**src/rtl/hazard_ctrl.sv**
```systemverilog
// Hazard and stall controller for the 5-stage RV32 pipeline.
// Turns the load-use, taken-branch and data-memory-wait conditions into
// hold/flush/bubble controls, and keeps saturating performance counters
// plus a sticky memory-timeout fault.
module hazard_ctrl #(
  parameter int REG_W     = 5,
  parameter int CNT_W     = 16,
  parameter int FLUSH_CYC = 1,
  parameter int TIMEOUT   = 64
) (
  input  logic             clk,
  input  logic             rst,
  input  logic [REG_W-1:0] id_rs1,
  input  logic [REG_W-1:0] id_rs2,
  input  logic             id_uses_rs1,
  input  logic             id_uses_rs2,
  input  logic [REG_W-1:0] ex_rd,
  input  logic             ex_MemRead,
  input  logic             ex_rgWrite,
  input  logic             ex_branch_taken,
  input  logic             dmem_req,
  input  logic             dmem_ready,
  output logic             pc_hold,
  output logic             Pause,
  output logic             flush_ifid,
  output logic             bubble_idex,
  output logic             hold_back,
  output logic             fault,
  output logic [1:0]       state,
  output logic [CNT_W-1:0] stall_cnt,
  output logic [CNT_W-1:0] flush_cnt
);

  typedef enum logic [1:0] {
    RUN   = 2'd0,
    FLUSH = 2'd1,
    FAULT = 2'd2
  } state_t;

  localparam logic [2:0]       FLUSH_INIT = 3'(FLUSH_CYC);
  localparam logic [7:0]       TIMEOUT_W  = 8'(TIMEOUT);
  localparam logic [CNT_W-1:0] CNT_ONE    = {{(CNT_W-1){1'b0}}, 1'b1};

  state_t     cur_state;
  state_t     nxt_state;
  logic [2:0] left;
  logic [2:0] left_nxt;
  logic [7:0] wait_cnt;
  logic [7:0] wait_nxt;
  logic       fault_q;
  logic       load_use;
  logic       freeze;
  logic       take_branch;

  // A load in EX whose destination the ID instruction reads; x0 never conflicts.
  always_comb begin
    load_use = ex_MemRead & ex_rgWrite & (ex_rd != '0) &
               ((id_uses_rs1 & (id_rs1 == ex_rd)) |
                (id_uses_rs2 & (id_rs2 == ex_rd)));
    freeze   = dmem_req & ~dmem_ready;
  end

  // Next-state and Mealy control outputs: freeze beats branch beats load-use.
  always_comb begin
    nxt_state   = cur_state;
    left_nxt    = left;
    wait_nxt    = wait_cnt;
    take_branch = 1'b0;
    pc_hold     = 1'b0;
    Pause       = 1'b0;
    flush_ifid  = 1'b0;
    bubble_idex = 1'b0;
    hold_back   = 1'b0;
    case (cur_state)
      FAULT: begin
        pc_hold   = 1'b1;
        Pause     = 1'b1;
        hold_back = 1'b1;
      end
      default: begin
        if (freeze) begin
          pc_hold   = 1'b1;
          Pause     = 1'b1;
          hold_back = 1'b1;
          wait_nxt  = 8'(wait_cnt + 8'd1);
          if (wait_nxt == TIMEOUT_W) begin
            nxt_state = FAULT;
          end
        end else begin
          wait_nxt = 8'd0;
          if (cur_state == FLUSH) begin
            flush_ifid  = 1'b1;
            bubble_idex = 1'b1;
            left_nxt    = 3'(left - 3'd1);
            if (left == 3'd1) begin
              nxt_state = RUN;
            end
          end else if (ex_branch_taken) begin
            flush_ifid  = 1'b1;
            bubble_idex = 1'b1;
            take_branch = 1'b1;
            if (FLUSH_CYC > 0) begin
              nxt_state = FLUSH;
              left_nxt  = FLUSH_INIT;
            end
          end else if (load_use) begin
            pc_hold     = 1'b1;
            Pause       = 1'b1;
            bubble_idex = 1'b1;
          end
        end
      end
    endcase
    if (rst) begin
      pc_hold     = 1'b0;
      Pause       = 1'b0;
      flush_ifid  = 1'b0;
      bubble_idex = 1'b0;
      hold_back   = 1'b0;
      take_branch = 1'b0;
    end
  end

  // State register with squash countdown, memory-wait counter and sticky fault.
  always_ff @(posedge clk or posedge rst) begin
    if (rst) begin
      cur_state <= RUN;
      left      <= 3'd0;
      wait_cnt  <= 8'd0;
      fault_q   <= 1'b0;
    end else begin
      cur_state <= nxt_state;
      left      <= left_nxt;
      wait_cnt  <= wait_nxt;
      fault_q   <= (nxt_state == FAULT);
    end
  end

  // Saturating performance counters: stalled cycles and accepted branches.
  always_ff @(posedge clk or posedge rst) begin
    if (rst) begin
      stall_cnt <= '0;
      flush_cnt <= '0;
    end else begin
      if (pc_hold && (stall_cnt != '1)) begin
        stall_cnt <= stall_cnt + CNT_ONE;
      end
      if (take_branch && (flush_cnt != '1)) begin
        flush_cnt <= flush_cnt + CNT_ONE;
      end
    end
  end

  assign fault = fault_q;
  assign state = cur_state;

endmodule

```
**config.mk**
```make
export PLATFORM = sky130hd
export DESIGN_NAME = hazard_ctrl
export DESIGN_NICKNAME = d
export VERILOG_FILES = /design/src/rtl/hazard_ctrl.sv
export SDC_FILE = /design/constraint.sdc
export NUM_CORES = 1
export LEC_CHECK = 0
export CORE_MARGIN = 2
export CORE_UTILIZATION = 39
export DETAILED_ROUTE_END_ITERATION = 7
export HOLD_SLACK_MARGIN = 0.15
export PLACE_DENSITY = 0.66
export SYNTH_ARGS = -nofsm -noshare
export SYNTH_HDL_FRONTEND = slang
export SYNTH_SLANG_ARGS = --single-unit
```
**constraint.sdc**
```tcl
create_clock -name clk -period 3.1 [get_ports clk]
set_input_delay 0.62 -clock clk [delete_from_list [all_inputs] [get_ports clk]]
set_output_delay 0.62 -clock clk [all_outputs]
set_load 0.02 [all_outputs]
```
==> PnR_summary.wiki, run 1 <==
{| class="wikitable"
! Metric !! Value
|-
| Most frequent cells in the layout || 60 x sky130_fd_sc_hd__clkdlybuf4s50_1, 46 x sky130_fd_sc_hd__dfrtp_1, 38 x sky130_fd_sc_hd__nand2_1
|-
| CTS tree || done
|-
| Final number of setup-violating endpoints || 0
|-
| Clk_lat worst skew || between 0.3 and 0.4 ns
|-
| Via count || ~2100
|-
| Kind of capture point of the worst setup path || output port
|-
| Count of flip-flops with a built-in enable after synthesis || 0
|-
| Total power consumption of the routed design || about 1.8 mW
|-
| Maximum clock rate || 0.335 GHz
|-
| Most used flip-flop cell after synthesis || sky130_fd_sc_hd__dfrtp_1
|-
| Final wirelength || approximately 5.7 mm
|-
| Library cells used by synthesis || 47
|-
| Final routed DRC violation total || 0
|-
| Growth of design area from synthesis to finish || 33.3%
|-
| Max-capacitance violation count || 0
|-
| Number of design-rule violations left by the first detailed-router iteration || approximately 150
|-
| Worst-case clock skew || 0.0116 ns
|-
| Core area || 6310 sq um
|-
| Sequential-to-total area share from yosys stat || 45.3%
|-
| Run status || completed
|-
| Clock net sink count || between 40 and 50
|-
| Minimum period implied by the final worst setup slack || slightly below 3 ns
|-
| Mean instance size in the synthesized netlist || 9.86 sq um
|-
| LEAKAGE || about 1.5 nW
|-
| Final clock period utilization by the worst path || a little over nine tenths
|-
| Number of storage elements in the synthesis netlist || 46
|-
| Antenna violations before repair || 0
|-
| Number of placed I/O pins || between 60 and 70
|-
| Final-stage net count || roughly 360
|-
| Gr ovfl total || 0
|-
| Number of H-tree levels || 2
|-
| Routed Antenna Nets || 0
|-
| Commonest non-fill, non-tap cell in the layout || sky130_fd_sc_hd__clkdlybuf4s50_1
|-
| Initial core utilization || 40.3%
|-
| Max Slew Vio Count || 0
|-
| Post CTS Setup Buffer Count || 0
|-
| Post-synthesis async set-or-reset flop share || 100%
|-
| Half-perimeter wire length of the detailed placement result || 4.29 mm
|-
| Vertical die dimension || around 85 microns
|-
| Multi-input combinational cell area || about 1300 sq um
|-
| Ratio of cells with drive above 1 in the final layout || approximately a tenth
|-
| Wire length of the first global-routing pass || 9.78 mm
|-
| Mapped Nets || roughly 290
|-
| Maximum number of pins on one net before global-route repair || 35
|-
| PortBufs || 63
|-
| Clock root buffer master || sky130_fd_sc_hd__clkbuf_8
|-
| Die Wd || around 85 microns
|-
| Post-synth design cell area || roughly 2500 sq um
|-
| Data arrival time of the critical path || approximately 2.4 ns
|-
| Required time at the endpoint of the critical path || 2.48 ns
|-
| Hold WC Path Type || reg -> reg
|-
| Fin util || between 50 and 60%
|-
| Area of the die || between 7000 and 8000 sq um
|-
| Final-layout worst hold slack || about 0.5 ns
|-
| Worst-path clk slew || 0.09 ns
|-
| Global-route total usage across every layer || between 15 and 20%
|-
| Layout fillers || around 620
|-
| Post-DR vias/cell || between 5 and 6
|-
| Largest fanout on the critical path || 3
|-
| Synth Warn # || 0
|-
| Power density over the cells || roughly 530 nW/um^2
|-
| Unrepaired setup endpoints after global routing || no
|-
| Actual transition at the worst max-transition pin || 0.514 ns
|-
| Router iterations before antenna repair || 4
|-
| Cts bufs inserted || 5
|-
| Maximum clock path buffer count || 2
|-
| Wire per inst || roughly 14 microns
|-
| RD Place Congestion || a little over 0.8
|-
| Number of global-route vias before repair || between 2000 and 2500
|-
| Category of the critical setup timing path || in -> out
|-
| Number of placement rows || 29
|-
| Worst-case vdd ir drop || 0.371 mV
|-
| Diodes inserted || 0
|-
| Synthesized netlist cell count || around 260
|-
| Final Hold Vio Count || 0
|-
| Worst relative slew slack || between 60% and 70%
|-
| Flip-flop and latch area || ~1200 sq um
|-
| Critical Path Source Type || input port
|}
## power breakdown
group / internal [mW] / switching (mW)
Sequential: 0.689 / 0.110
Combinational: 0.270 / 0.270
Clock: 0.237 / 0.206
## sequential cells by signal, indices dropped and copies added, names as in the netlist
signal     flops
flush_cnt     16
stall_cnt     16
state          2
wait_cnt       8
left           3
fault          1
## repair_timing
item                                   4_1_cts  5_1_grt
hold buffers                                 0        0
pin swaps                                    0        0
setup endpoints to repair                    3        1
gates resized for setup                      3        2
endpoints found under the hold margin        0        0
cloned                                       0        0
## path summary, 6_finish.rpt
| check | slack (ns) | startpoint | depth (start not counted) | to |
|---|---|---|---|---|
| setup / recovery | 0.12 | ex_rd[0] | 6 | pc_hold |
| hold / removal | 0.49 | left[2] | 1 | left[2] |
| setup reg to reg | 0.87 | stall_cnt[5] | 6 | stall_cnt[1] |
| hold reg to reg | 0.49 | left[2] | 1 | left[2] |
| max in group asynchronous | 1.88 | rst | 3 | flush_cnt[3] |
| min in group asynchronous | 0.79 | rst | 3 | wait_cnt[7] |
## cells in the mapped netlist (2+ instances only)
master,number,share of area (%)
sky130_fd_sc_hd__buf_2,2,0.39
sky130_fd_sc_hd__o21ai_0,13,2.6
sky130_fd_sc_hd__nand4_2,2,0.98
sky130_fd_sc_hd__o31ai_1,2,0.59
sky130_fd_sc_hd__nor2b_1,2,0.49
sky130_fd_sc_hd__nor3_1,3,0.59
sky130_fd_sc_hd__buf_4,3,0.89
sky130_fd_sc_hd__and3_1,2,0.49
sky130_fd_sc_hd__and3b_1,2,0.69
sky130_fd_sc_hd__nor2_1,17,2.5
sky130_fd_sc_hd__a2111oi_0,4,1.4
sky130_fd_sc_hd__inv_1,8,1.2
sky130_fd_sc_hd__ha_1,5,2.5
sky130_fd_sc_hd__and3_4,2,0.89
sky130_fd_sc_hd__a211oi_1,7,2.1
sky130_fd_sc_hd__clkbuf_1,2,0.30
sky130_fd_sc_hd__xnor2_1,20,6.9
sky130_fd_sc_hd__nand2_1,38,5.6
sky130_fd_sc_hd__nand2b_1,6,1.5
sky130_fd_sc_hd__nand4_1,6,1.5
sky130_fd_sc_hd__dfrtp_1,46,45
sky130_fd_sc_hd__a2111oi_2,2,1.2
sky130_fd_sc_hd__xor2_1,20,6.9
sky130_fd_sc_hd__a21oi_1,5,0.98
sky130_fd_sc_hd__nand3_1,16,3.1
sky130_fd_sc_hd__a21o_1,2,0.59
## logic make-up after synthesis
| family | share of synthesized area (%) |
|---|---|
| flip-flops | 45.3 |
| multiplexers | 1.28 |
| XOR/XNOR | 13.8 |
| adder cells (fa/ha/maj) | 2.46 |
| buffers and inverters | 3.20 |
| AO/OA/AOI/OAI | 13.4 |
| AND/OR/NAND/NOR | 20.6 |
## metal layers
metal	GRT usage (%)	up-vias	routed length, microns
met3	3.74	6	287
li1	-	1044	-
met5	0	-	0
met2	26.6	55	2680
met1	22.5	1006	2660
met4	6.06	0	72
## through the flow
step | area [sq um] | setup TNS (ns) | cells | setup WS, ns
floorplan | 2550 | 0 | 258 | 0.0611
global placement | 3290 | -0.413 | 399 | -0.185
detailed placement | 3290 | -0.424 | 399 | -0.189
CTS | 3400 | 0 | 407 | 0.0289
global route | 3390 | 0 | 407 | 0.0356
finish | 3390 | 0 | 407 | 0.116
## critical path: stages
cell and delay (ns):
sky130_fd_sc_hd__clkdlybuf4s50_1 0.47, sky130_fd_sc_hd__or3_1 0.39, sky130_fd_sc_hd__o311a_1 0.34, sky130_fd_sc_hd__nand4_2 0.11, sky130_fd_sc_hd__nand2_1 0.09, sky130_fd_sc_hd__dlygate4sd2_1 0.34
## cell type report
class | count | share of cell area, %
clock buffers | 5 | 2.03
clock inverters | 3 | 1.18
inverters | 8 | 0.996
multi-input cells | 196 | 38.7
flip-flops and latches | 46 | 33.9
well taps | 77 | 2.84
repair buffers | 72 | 20.4
Power figures use the tool's default switching activity.
==> run 2, diff against run 1 <==
--- a/config.mk
+++ b/config.mk
@@ -5,7 +5,6 @@
 export SDC_FILE = /design/constraint.sdc
 export NUM_CORES = 1
 export LEC_CHECK = 0
-export CORE_MARGIN = 2
 export CORE_UTILIZATION = 39
 export DETAILED_ROUTE_END_ITERATION = 7
 export HOLD_SLACK_MARGIN = 0.15
==> run 2 against run 1 <==
Via count grew 0.28%. Cell area up 0.22%. Sequential share of layout area decreased by 0.075 points. Non-clock buffer count is 1 higher. Routed wire length shrank 0.74%. Critical path depth stayed put. Die area down 4.7%. Global-route usage rose by 0.55 points. Critical endpoint unchanged.
==> PnR_summary.wiki, run 2 (synthesized netlist as in run 1, its figures left out) <==
{| class="wikitable"
! Metric !! Value
|-
| Final routed DRC violation total || 0
|-
| LEAKAGE || ~1.5 nW
|-
| Final number of setup-violating endpoints || 0
|-
| Layout fillers || 580
|-
| Area of the die || 6850 sq um
|-
| Die Wd || between 80 and 90 microns
|-
| Number of design-rule violations left by the first detailed-router iteration || around 140
|-
| Number of global-route vias before repair || approximately 1900
|-
| Vertical die dimension || roughly 83 microns
|-
| Minimum period implied by the final worst setup slack || between 2 and 3 ns
|-
| Hold WC Path Type || reg -> reg
|-
| Maximum clock path buffer count || 2
|-
| Maximum number of pins on one net before global-route repair || 35
|-
| Required time at the endpoint of the critical path || around 2.5 ns
|-
| Half-perimeter wire length of the detailed placement result || about 4.2 mm
|-
| Number of H-tree levels || 2
|-
| Run status || completed
|-
| Clock net sink count || 46
|-
| Commonest non-fill, non-tap cell in the layout || sky130_fd_sc_hd__clkdlybuf4s50_1
|-
| Length in cells of the worst reg-to-reg path || 6
|-
| Number of placement rows || 29
|-
| Growth of design area from synthesis to finish || 33.6%
|-
| PortBufs || 63
|-
| Largest fanout on the critical path || 3
|-
| Critical Path Source Type || input port
|-
| Wire length of the first global-routing pass || 8.94 mm
|-
| Worst relative slew slack || 61.1%
|-
| Antenna violations before repair || 0
|-
| Final Hold Vio Count || 0
|-
| Power density over the cells || 524 nW/um^2
|-
| Worst-case vdd ir drop || between 0.4 and 0.5 mV
|-
| Max-capacitance violation count || 0
|-
| CTS tree || done
|-
| Gr ovfl total || 0
|-
| Ratio of cells with drive above 1 in the final layout || roughly a tenth
|-
| Worst-case clock skew || about 0.0054 ns
|-
| Wire per inst || roughly 14 microns
|-
| Router iterations before antenna repair || 4
|-
| Number of placed I/O pins || 64
|-
| Worst Hold Depth || 1
|-
| Data arrival time of the critical path || 2.37 ns
|-
| Multi-input combinational cell area || 1310 sq um
|-
| Most frequent cells in the layout || 60 x sky130_fd_sc_hd__clkdlybuf4s50_1, 46 x sky130_fd_sc_hd__dfrtp_1, 38 x sky130_fd_sc_hd__nand2_1
|-
| Placed instance area || between 3000 and 4000 sq um
|-
| Actual transition at the worst max-transition pin || 0.569 ns
|-
| Via count || around 2100
|-
| Cts bufs inserted || 5
|-
| Cts hold-fix bufs || 0
|-
| Routed Antenna Nets || 0
|-
| RD Place Congestion || ~0.84
|-
| Post-DR vias/cell || around 5.2
|-
| Diodes inserted || 0
|-
| Maximum clock rate || ~0.33 GHz
|-
| Final wirelength || 5.66 mm
|-
| Final-stage net count || 359
|-
| Finished layout cell area || about 3400 sq um
|-
| Clock root buffer master || sky130_fd_sc_hd__clkbuf_8
|-
| Final-layout worst hold slack || between 0.4 and 0.5 ns
|-
| Max Slew Vio Count || 0
|-
| Kind of capture point of the worst setup path || output port
|-
| Core area || between 6000 and 7000 sq um
|-
| Initial core utilization || about 40%
|-
| Final clock period utilization by the worst path || a little over nine tenths
|-
| Flip-flop and latch area || roughly 1200 sq um
|-
| Regs by FF count || flush_cnt x16, stall_cnt x16, wait_cnt x8
|-
| Worst-path clk slew || approximately 0.080 ns
|-
| Category of the critical setup timing path || in -> out
|-
| Global-route total usage across every layer || between 10% and 20%
|-
| Unrepaired setup endpoints after global routing || yes
|-
| Clk_lat worst skew || 0.30 ns
|}
run 2: area by class of cell:
type                            count  area share, %
Clock buffer                        5           2.02
Clock inverter                      3           1.18
Inverter                            8          0.994
Multi-Input combinational cell    196           38.6
Sequential cell                    46           33.9
Tap cell                           77           2.83
Timing Repair Buffer               73           20.5
run 2: power by group:
| part | internal (mW) | switching, mW | total [mW] |
|---|---|---|---|
| sequential | 0.689 | 0.113 | 0.802 |
| combinational | 0.270 | 0.272 | 0.542 |
| clock | 0.237 | 0.199 | 0.436 |
| total | 1.20 | 0.584 | 1.78 |
run 2: worst max-delay path: stages:
cell and delay [ns]:
sky130_fd_sc_hd__clkdlybuf4s50_1 0.47, sky130_fd_sc_hd__or3_1 0.40, sky130_fd_sc_hd__o311a_1 0.35, sky130_fd_sc_hd__nand4_2 0.13, sky130_fd_sc_hd__nand2_1 0.07, sky130_fd_sc_hd__dlygate4sd2_1 0.34
run 2: path summary, 6_finish.rpt:
check / startpoint / end / slack, ns
setup / recovery: ex_rd[0] / pc_hold / 0.11
hold / removal: stall_cnt[15] / stall_cnt[15] / 0.49
setup reg to reg: stall_cnt[5] / stall_cnt[1] / 0.86
hold reg to reg: stall_cnt[15] / stall_cnt[15] / 0.49
max in group asynchronous: rst / flush_cnt[11] / 1.94
min in group asynchronous: rst / wait_cnt[7] / 0.75
run 2: through the flow:
| step | setup TNS (ns) | worst slack [ns] | total power, mW | util, % | instances |
|---|---|---|---|---|---|
| after floorplan | 0 | 0.0611 | 1.11 | - | 258 |
| after CTS | 0 | 0.00945 | 1.80 | 53.9 | 408 |
| after detailed placement | -0.472 | -0.207 | 1.36 | 52.2 | 400 |
| after global routing | -0.000377 | -0.000377 | 1.90 | 53.8 | 408 |
| after global placement | -0.392 | -0.181 | 1.35 | 52.2 | 400 |
| final | 0 | 0.107 | 1.78 | 53.8 | 408 |
run 2: timing repair:
item                       4_1_cts  5_1_grt
setup endpoints to repair        3        2
pin swaps                        0        0
buffers inserted                 0        0
resized for setup                3        2
run 2: metal layers:
metal,wire length [microns],global-route usage [%]
met4,65,5.86
met1,2630,23.2
met5,0,0
met2,2620,27.8
met3,347,3.19
==> run 3, diff against run 2 <==
--- a/config.mk
+++ b/config.mk
@@ -5,10 +5,10 @@
 export SDC_FILE = /design/constraint.sdc
 export NUM_CORES = 1
 export LEC_CHECK = 0
-export CORE_UTILIZATION = 39
+export CORE_UTILIZATION = 44
 export DETAILED_ROUTE_END_ITERATION = 7
 export HOLD_SLACK_MARGIN = 0.15
-export PLACE_DENSITY = 0.66
+export PLACE_DENSITY = 0.74
 export SYNTH_ARGS = -nofsm -noshare
 export SYNTH_HDL_FRONTEND = slang
 export SYNTH_SLANG_ARGS = --single-unit
==> run 3 against run 2 <==
Critical path depth stayed put. Non-clock buffer count is 1 lower. Sequential cell count stayed put. Core utilization is 6.7 points higher. First-iteration DRC count is 12% lower. Register-to-register slack better by 0.03 ns. Combinational power hardly changed. Routed wire length is 2.3% lower. Cell count is 1.7% lower. Largest cell class unchanged.
==> PnR_summary.wiki, run 3 (synthesized netlist as in run 1, its figures left out) <==
{| class="wikitable"
! Metric !! Value
|-
| Required time at the endpoint of the critical path || between 2 and 2.5 ns
|-
| Pre-CTS setup slack || -0.184 ns
|-
| Via count || around 2200
|-
| Worst relative slew slack || 64.7%
|-
| Clock root buffer master || sky130_fd_sc_hd__clkbuf_8
|-
| Maximum clock path buffer count || 2
|-
| Category of the critical setup timing path || in -> out
|-
| Finished Layout Cells || roughly 400
|-
| Vertical die dimension || ~78 microns
|-
| CTS tree || done
|-
| RD Place Congestion || between 0.8 and 0.9
|-
| Gr ovfl total || 0
|-
| Number of design-rule violations left by the first detailed-router iteration || between 100 and 150
|-
| Wire length of the first global-routing pass || about 9.5 mm
|-
| Slowest library cell on the worst path || sky130_fd_sc_hd__clkdlybuf4s50_1
|-
| PortBufs || 63
|-
| Final number of setup-violating endpoints || 0
|-
| Most frequent cells in the layout || 60 x sky130_fd_sc_hd__clkdlybuf4s50_1, 46 x sky130_fd_sc_hd__dfrtp_1, 38 x sky130_fd_sc_hd__nand2_1
|-
| Die Wd || slightly below 80 microns
|-
| Router iterations before antenna repair || 4
|-
| Number of global-route vias before repair || between 2000 and 2500
|-
| Max-capacitance violation count || 0
|-
| Worst-case vdd ir drop || approximately 0.34 mV
|-
| Actual transition at the worst max-transition pin || roughly 0.52 ns
|-
| Final routed DRC violation total || 0
|-
| Data arrival time of the critical path || 2.36 ns
|-
| Hold WC Path Type || reg -> reg
|-
| Global-route total usage across every layer || 19.6%
|-
| Cell total after placement || around 390
|-
| Cells traversed along the worst timing path || clkdlybuf4s50_1 -> or3_1 -> o311a_1 -> nand4_2 -> nand2_1 -> dlygate4sd2_1
|-
| Area of the die || between 6000 and 7000 sq um
|-
| Post-DR vias/cell || approximately 5.4
|-
| Final clock period utilization by the worst path || a little over nine tenths
|-
| Unrepaired setup endpoints after global routing || no
|-
| Growth of design area from synthesis to finish || 31.8%
|-
| Largest fanout on the critical path || 3
|-
| Multi-input combinational cell area || roughly 1300 sq um
|-
| Critical Path Source Type || input port
|-
| Worst-case clock skew || ~0.0053 ns
|-
| LEAKAGE || approximately 1.5 nW
|-
| Post CTS Setup Buffer Count || 0
|-
| Cts bufs inserted || 5
|-
| Diodes inserted || 0
|-
| Slowest stage delay, CP || around 0.47 ns
|-
| Number of H-tree levels || 2
|-
| Minimum period implied by the final worst setup slack || between 2 and 3 ns
|-
| Maximum number of pins on one net before global-route repair || 40
|-
| Half-perimeter wire length of the detailed placement result || between 4 and 5 mm
|-
| Kind of capture point of the worst setup path || output port
|-
| Max Slew Vio Count || 0
|-
| Initial core utilization || a little under half
|-
| Layout fillers || between 500 and 600
|-
| Flip-flop and latch area || about 1200 sq um
|-
| Maximum clock rate || about 0.34 GHz
|-
| Clk_lat worst skew || 0.30 ns
|-
| Final-stage net count || between 300 and 400
|-
| Total power consumption of the routed design || roughly 1.7 mW
|-
| Final Hold Vio Count || 0
|-
| Routed Antenna Nets || 0
|-
| Final worst-path setup slack || 0.118 ns
|-
| Number of placed I/O pins || 64
|-
| Run status || completed
|-
| Antenna violations before repair || 0
|-
| Number of placement rows || 27
|-
| Worst-path clk slew || about 0.080 ns
|-
| Power density over the cells || slightly above 500 nW/um^2
|-
| Commonest non-fill, non-tap cell in the layout || sky130_fd_sc_hd__clkdlybuf4s50_1
|-
| Clock net sink count || 46
|-
| Final wirelength || roughly 5.5 mm
|-
| Wire per inst || approximately 14 microns
|-
| Ratio of cells with drive above 1 in the final layout || 8.51%
|-
| Core area || ~5500 sq um
|-
| Regs by FF count || flush_cnt x16, stall_cnt x16, wait_cnt x8
|-
| Fin util || 60.5%
|}
run 3: cell count changes in the layout (fill, tap and decap cells not counted):
cell / previous run / this run
sky130_fd_sc_hd__clkbuf_1: 0 / 2
sky130_fd_sc_hd__clkinv_2: 2 / 0
sky130_fd_sc_hd__buf_4: 10 / 9
sky130_fd_sc_hd__bufinv_16: 1 / 0
run 3: per-stage QoR:
stage | setup TNS (ns) | hold WS, ns | area (sq um)
final | 0 | 0.491 | 3350
after global routing | 0 | 0.495 | 3350
after CTS | 0 | 0.484 | 3360
after detailed placement | -0.419 | 0.467 | 3280
after global placement | -0.380 | 0.468 | 3280
after floorplan | 0 | 0.442 | 2550
run 3: final timing paths:
| check | cells past startpoint | endpoint | slack [ns] | start |
|---|---|---|---|---|
| worst max-delay path | 6 | Pause | 0.12 | ex_rd[0] |
| worst min-delay path | 1 | wait_cnt[7] | 0.49 | wait_cnt[7] |
| worst max register to register | 6 | stall_cnt[1] | 0.89 | stall_cnt[5] |
| worst min register to register | 1 | wait_cnt[7] | 0.49 | wait_cnt[7] |
| max in group asynchronous | 3 | flush_cnt[7] | 1.87 | rst |
| min in group asynchronous | 3 | wait_cnt[7] | 0.71 | rst |
run 3: final cells by class:
class | count | share of cell area (%)
Clock buffer | 7 | 2.28
Inverter | 8 | 1.01
Multi-Input combinational cell | 196 | 39.1
Sequential cell | 46 | 34.3
Tap cell | 72 | 2.69
Timing Repair Buffer | 72 | 20.6
run 3: what timing repair did:
item / 4_1_cts / 5_1_grt
hold buffers: 0 / 0
gates resized for setup: 3 / 2
cloned: 0 / 0
endpoints found under the setup margin: 3 / 1
run 3: worst max-delay path, delay by kind of cell:
kind	cells	cell delay (ns)
AOI/OAI and AO/OA	1	0.33
buffers and inverters	2	0.81
and+or+nand+nor	3	0.60
run 3: layer usage:
metal  wire length [microns]  GRT usage, %
met1                    2520          26.4
met2                    2560          31.7
met3                     380          4.65
met4                      68          5.56
met5                       0             0
run 3: power breakdown:
group / switching (mW) / internal, mW
registers: 0.112 / 0.689
clock network: 0.192 / 0.156
logic: 0.272 / 0.270
total: 0.576 / 1.11
